## src/rtl/pipeline_id_ex_skid.sv

```systemverilog
// ---------------------------------------------------------------------------
// pipeline_id_ex_skid
//
// This is the ID/EX pipeline register for the RISC core. It sits between
// decode/register-read and execute. It uses a valid/ready handshake and holds
// two entries: a main entry M and a skid entry S. Because of the skid entry,
// in_ready comes straight from a flop, and there is no combinational path
// from out_ready back to the decode stage.
//
// Behaviour:
//   - flush kills every entry in flight.
//   - Control outputs are gated to zero during bubbles.
//   - A saturating counter records the cycles in which execute stalled.
//
// Parameters:
//   DATA_W  width of the a/b/pc2/ea operand fields
//   RA_W    destination register address width
//   CTRL_W  packed control bundle width. Fields, MSB to LSB:
//           ex_lr_en, ex_brx, ex_alu_sel[3:0], ex_br_sel[1:0],
//           mem_wr_en, mem_imm_sel, wb_wb_sel, wb_data_sel, wb_reg_en
//   CNT_W   stall counter width
//
// Ports:
//   clk        rising-edge clock
//   rst        synchronous reset, active low
//   in_valid   decode stage offers an instruction
//   in_ready   this block can take an instruction this cycle (flop output)
//   a_in, b_in, pc2_in, ea_in, ra_in, ctrl_in   incoming payload
//   out_valid  execute-stage payload is valid
//   out_ready  execute stage consumes the payload this cycle
//   a_out, b_out, pc2_out, ea_out, ra_out       outgoing payload (not gated)
//   ctrl_out   control bundle, forced to zero while out_valid is low
//   flush      drops every entry in flight
//   clr_stats  clears stall_cnt
//   stall_cnt  saturating count of stalled cycles
// ---------------------------------------------------------------------------
module pipeline_id_ex_skid #(
   parameter int DATA_W = 8,
   parameter int RA_W   = 2,
   parameter int CTRL_W = 13,
   parameter int CNT_W  = 8
) (
   input  logic              clk,
   input  logic              rst,
   input  logic              in_valid,
   output logic              in_ready,
   input  logic [DATA_W-1:0] a_in,
   input  logic [DATA_W-1:0] b_in,
   input  logic [DATA_W-1:0] pc2_in,
   input  logic [DATA_W-1:0] ea_in,
   input  logic [RA_W-1:0]   ra_in,
   input  logic [CTRL_W-1:0] ctrl_in,
   output logic              out_valid,
   input  logic              out_ready,
   output logic [DATA_W-1:0] a_out,
   output logic [DATA_W-1:0] b_out,
   output logic [DATA_W-1:0] pc2_out,
   output logic [DATA_W-1:0] ea_out,
   output logic [RA_W-1:0]   ra_out,
   output logic [CTRL_W-1:0] ctrl_out,
   input  logic              flush,
   input  logic              clr_stats,
   output logic [CNT_W-1:0]  stall_cnt
);

   localparam int PAY_W = 4 * DATA_W + RA_W + CTRL_W;

   logic              m_valid;
   logic              s_valid;
   logic [PAY_W-1:0]  m_pay;
   logic [PAY_W-1:0]  s_pay;
   logic [PAY_W-1:0]  in_pay;
   logic [CTRL_W-1:0] m_ctrl;
   logic              accept;
   logic              drain;

   // Pack the whole payload into one vector, so that moving an entry between
   // M and S is a single assignment and no field can be left behind.
   assign in_pay = {a_in, b_in, pc2_in, ea_in, ra_in, ctrl_in};

   assign in_ready  = !s_valid;
   assign out_valid = m_valid;
   assign accept    = in_valid & in_ready;
   assign drain     = !m_valid | out_ready;

   // Entry storage. The branches are in priority order: reset, then flush,
   // then refill M from S, then refill M from the input, then park the input
   // in S.
   // - flush only clears the valid bits. The payload keeps its old contents,
   //   because the data outputs are allowed to show stale values.
   // - When M drains and S is empty, M always loads the input payload.
   //   m_valid follows accept, so a bubble carries whatever data was on the
   //   input bus.
   // - S is written only when M is stalled. S is therefore always the younger
   //   entry, and it moves into M before anything new can be accepted.
   always_ff @(posedge clk) begin
      if (!rst) begin
         m_valid <= 1'b0;
         s_valid <= 1'b0;
         m_pay   <= '0;
         s_pay   <= '0;
      end else if (flush) begin
         m_valid <= 1'b0;
         s_valid <= 1'b0;
      end else if (drain && s_valid) begin
         m_pay   <= s_pay;
         m_valid <= 1'b1;
         s_valid <= 1'b0;
      end else if (drain) begin
         m_pay   <= in_pay;
         m_valid <= accept;
      end else if (accept) begin
         s_pay   <= in_pay;
         s_valid <= 1'b1;
      end
   end

   // Unpack M onto the outputs. The control bundle is gated so that an empty
   // or flushed stage never drives write enables or branch controls into
   // execute.
   assign {a_out, b_out, pc2_out, ea_out, ra_out, m_ctrl} = m_pay;
   assign ctrl_out = m_valid ? m_ctrl : '0;

   // Performance counter. It counts a cycle when execute holds off a valid
   // instruction, and sticks at all-ones instead of wrapping.
   // - It ignores flush, so a flush in a stalled cycle is still counted.
   // - clr_stats takes priority over an increment in the same cycle.
   always_ff @(posedge clk) begin
      if (!rst) begin
         stall_cnt <= '0;
      end else if (clr_stats) begin
         stall_cnt <= '0;
      end else if (m_valid && !out_ready && (stall_cnt != '1)) begin
         stall_cnt <= stall_cnt + 1'b1;
      end
   end

endmodule

```

## config.mk

```make
export PLATFORM = sky130hd
export DESIGN_NAME = pipeline_id_ex_skid
export DESIGN_NICKNAME = d
export VERILOG_FILES = /design/src/rtl/pipeline_id_ex_skid.sv
export SDC_FILE = /design/constraint.sdc
export NUM_CORES = 1
export LEC_CHECK = 0
export CAP_MARGIN = 25
export CORE_ASPECT_RATIO = 1.25
export CORE_UTILIZATION = 51
export CTS_BUF_LIST = sky130_fd_sc_hd__clkbuf_4
export DETAILED_ROUTE_END_ITERATION = 6
export GPL_TIMING_DRIVEN = 0
export PLACE_DENSITY_LB_ADDON = 0.05
export SKIP_LAST_GASP = 1
export SLEW_MARGIN = 30
export SYNTH_ARGS = -nofsm -noshare
export SYNTH_HDL_FRONTEND = slang
export SYNTH_SLANG_ARGS = --single-unit
```

## constraint.sdc

```tcl
create_clock -name clk -period 1.6 [get_ports clk]
set_input_delay 0.16 -clock clk [delete_from_list [all_inputs] [get_ports clk]]
set_output_delay 0.16 -clock clk [all_outputs]
set_load 0.01 [all_outputs]
```

Yosys cells after proc, flatten, opt, wreduce, memory -nomap -nowiden
Index checks and enable logic that the tools add are counted.
- add/sub/neg operators: 1
- eq/ne operators: 1
- mux-type cells: 5
- bitwise gates (word level): 6
- reduce and logical (&&, ||, !) cells: 13
- operators by type and width (operator ; count):
    47-bit 2-to-1 mux ; 2
    13-bit 2-to-1 mux ; 1
    8-bit by 1-bit adder with 8-bit output, second input constant ; 1
    8-bit inequality test, second input constant ; 1
    1-bit NOT ; 4
    2-bit AND reduction ; 2
    4-bit AND reduction ; 1
    2-bit OR reduction ; 2
    1-bit logical AND ; 3
    1-bit logical NOT ; 3
    3-bit OR reduction ; 1
    1-bit 2-to-1 mux ; 2
    2-bit nonzero test ; 1
    1-bit bitwise AND ; 1
    1-bit bitwise OR ; 1
- register bits: 104
- input bits: 53
- output and inout port bits: 57
- word-level logic and storage cells: 31

Logic depth before layout (Yosys ltp)
- depth after elaboration: 5
- gate-level depth with buffers: 7
- depth with buffers taken out: 5

Least setup slack after synthesis
No wires, ideal clock.
- path kind: reg2reg
- from: register stall_cnt[0]
- to: register stall_cnt[3]
- library setup time: 0.058 ns
- arrival: 1.320 ns
- required time: 1.542 ns
- path slack: 0.222 ns
- cell stages (with the launch flop): 6
- path buffers: 0
- period minus slack after synthesis: 1.378 ns
- path through: dfxtp_1 > ha_1 > nand4_1 > or2_1 > a211o_1 > nand2_1
- longest elaborated chain between the ends: 2
- elaborated cells on any way between the ends: 3
- classes of those cells: add/sub: 1; eq/ne: 1; reduce/logical: 1
- RTL lines (what ; RTL line ; RTL):
    start, declared ; 63 ; output logic [CNT_W-1:0] stall_cnt
    start signal, assigned ; 134 ; stall_cnt <= stall_cnt + 1'b1;
    parallel branches: the longest is 2 deep, another holds 8-bit by 1-bit adder with 8-bit output ; -- ;
Parallel ways; which one is timed is not known.
A chain may end at the register's enable or synchronous reset.

Worst setup path in the final report
- from: register m_valid (netlist: out_valid)
- to: output ctrl_out[11]
- longest elaborated chain between the ends: 1
- RTL lines (what ; RTL line ; RTL):
    start, declared ; 68 ; logic m_valid;
    start signal, assigned ; 111 ; m_valid <= accept;
    13-bit 2-to-1 mux ; 122 ; assign ctrl_out = m_valid ? m_ctrl : '0;
    end, declared ; 60 ; output logic [CTRL_W-1:0] ctrl_out,
Every way passes these cells.

==> impl_metrics.json <==
{
  "antenna_found_initial": 0,
  "slowest_delay_ps": 380,
  "critical_path.top_delay_family": "buffers and inverters",
  "netlist_area_mm2": 0.00461,
  "gp_congestion": 0.774,
  "cp_data_arrival_time_ps": 1390,
  "finalHoldViolations": 0,
  "cts_buffers": 9,
  "io_pins": 110,
  "slew_violations": 0,
  "end_kind": "output pin",
  "irDropWorstVdd_mv": 0.535,
  "nFillCells": 754,
  "p_leak_nw": 2.69,
  "async_flop_share": 0,
  "syn-num-nets": 582,
  "final-seq-area_mm2": 0.00213,
  "mostFrequentLayoutCell": "nand2_1",
  "outcome": "finished clean",
  "grt_overflow": 0,
  "design_area_mm2": 0.00618,
  "area_growth_pct": 33.9,
  "grt_pass1_vias": 3954,
  "fin_crit_sh": 0.970,
  "max_freq_mhz": 644,
  "drive_above_1_share": 0.191,
  "via_count": 4118,
  "hold_path.class": "in -> reg",
  "dr.pass1.iters": 4,
  "path_buf_inv": 2,
  "p_per_area_mw_per_mm2": 759,
  "skew_ps": 12.6,
  "worstMarginPinSlew_ps": 459,
  "synthCells": 528,
  "die_h_um": 108,
  "clk_latency_ps": 440,
  "postSynthAreaPerCell_um2": 8.74,
  "synth_ff_type": "dfxtp_1",
  "cts_root_buffer": "clkbuf_4",
  "core_mm2": 0.00875,
  "grt_max_degree": 17,
  "num_rows": 38,
  "routedWlPerCell_um": 14.5,
  "crit_chain": "clkbuf_4 > and2_1 > dlygate4sd2_1",
  "dpl.hpwl_um": 7960,
  "drv_cap": 0,
  "fin_nets": 706,
  "grtUsageTotal": 0.247,
  "ant_nets": 0,
  "dieArea_mm2": 0.00944,
  "cts.htree.levels": 3,
  "multi_input_area_mm2": 0.00203,
  "critPathLaunchType": "flop",
  "port_buffers": 109,
  "drt_wl_total_um": 11200,
  "floorplan.initialDensity": 0.527,
  "diodes": 0,
  "setup_violations": 0,
  "synth.distinct_cells": 34,
  "crit_path_top_delay_cell": "dfxtp_4",
  "cp_max_fo": 10,
  "vias_per_cell": 5.31,
  "ys_warn_count": 0,
  "slew_headroom": 0.694,
  "seq_area_frac_synth": 0.451,
  "path_clk_slew_ps": 160,
  "placed_area_mm2": 0.00586,
  "post-route-drc-count": 0,
  "worstSetupPathType": "reg -> out",
  "synth_edf_count": 0,
  "period_needed_ps": 1550,
  "rsz0062_at_grt": "true",
  "drt_iter0_drc": 178,
  "clock_path_buffers": 2,
  "cts_tree": "built",
  "layout_common_cells": "145 x nand2_1, 70 x dfxtp_1, 61 x clkdlybuf4s50_1, 49 x a21boi_0, 47 x o221ai_1",
  "synth_seq_cells": 104,
  "dieWidth_um": 87.1,
  "timing.hold.ws_ps": 283,
  "numClockSinks": 104,
  "grt_first_pass_wirelength_um": 18300,
  "r2r_setup_slack_ps": 60,
  "required_ps": 1440
}
==> per-layer routing <==
layer,track usage,vias up,share of wire
met3,0.0420,17,0.048
met5,0,-,0
li1,-,2043,-
met2,0.448,117,0.52
met1,0.293,1941,0.42
met4,0.0810,0,0.016
==> cell usage after synthesis, drive strengths merged (2+ instances only) <==
master  count  area share
a31oi       3      0.0041
a21oi       4      0.0043
clkbuf     14       0.011
nand2     145        0.12
buf        63       0.097
a21boi     94        0.15
nand2b      4      0.0060
inv         3      0.0024
nand3       6      0.0065
and2       13       0.018
o21ai       2      0.0022
dfxtp     104        0.45
o221ai     47       0.089
nor3        5      0.0079
nor2        9      0.0084
==> worst paths after layout <==
| check | from | endpoint | cells after the start |
|---|---|---|---|
| worst max register to register | out_valid | s_pay[37] | 7 |
| worst min register to register | m_pay[35] | m_pay[35] | 2 |
| worst max-delay path | out_valid | ctrl_out[11] | 3 |
| worst min-delay path | ea_in[7] | s_pay[22] | 3 |
==> kinds of logic after synthesis <==
logic type / count (synthesis) / synth area share
mux: 1 / 0.00217
compound gates: 154 / 0.259
flops: 104 / 0.451
fa+ha+maj: 1 / 0.00271
buf+inv: 80 / 0.111
xor+xnor: 1 / 0.00190
simple gates: 187 / 0.172
==> repair_timing <==
action / CTS / global route
hold buffers: 0 / 0
endpoints found under the setup margin: 57 / 110
buffers inserted: 1 / 2
pin swaps: 0 / 1
gates resized for setup: 54 / 68
gates cloned: 0 / 1
==> through the flow <==
stage | std cells | TNS, ps | setup slack (ps) | utilization | total power, W
after global placement | 757 | -11880 | -188 | 0.669 | 0.00340
after global routing | 776 | -541 | -53.4 | 0.706 | 0.00490
final | 776 | 0 | 48.1 | 0.706 | 0.00469
after detailed placement | 757 | -14350 | -253 | 0.669 | 0.00342
after CTS | 773 | -1.86 | -1.86 | 0.689 | 0.00472
after floorplan | 528 | 0 | 222 | - | 0.00308
==> worst register-to-register path: stages (launching register included) <==
cell and delay [ps]:
dfxtp_4 380, buf_4 150, and2b_4 210, and3_1 210, buf_6 170, buf_6 150
nand2_1 70, a21boi_1 140
==> cell type report <==
cell class	count	share of cell area
flip-flops and latches	104	0.346
multi-input cells	344	0.328
repair buffers	113	0.186
plain buffers	77	0.0924
well taps	120	0.0243
clock buffers	10	0.0122
clock inverters	5	0.00952
inverters	3	0.00182
==> flip-flops by register name (all words and copies together) (netlist names) <==
signal / cells
stall_cnt: 8
out_valid: 1
s_pay: 47
m_pay: 47
s_valid: 1
==> power breakdown <==
group          internal, W  total (W)  switching [W]
clock network     0.000487    0.00133       0.000840
registers          0.00267    0.00271      0.0000394
logic             0.000382   0.000647       0.000266
total              0.00354    0.00469        0.00115
Power figures use the tool's default switching activity.
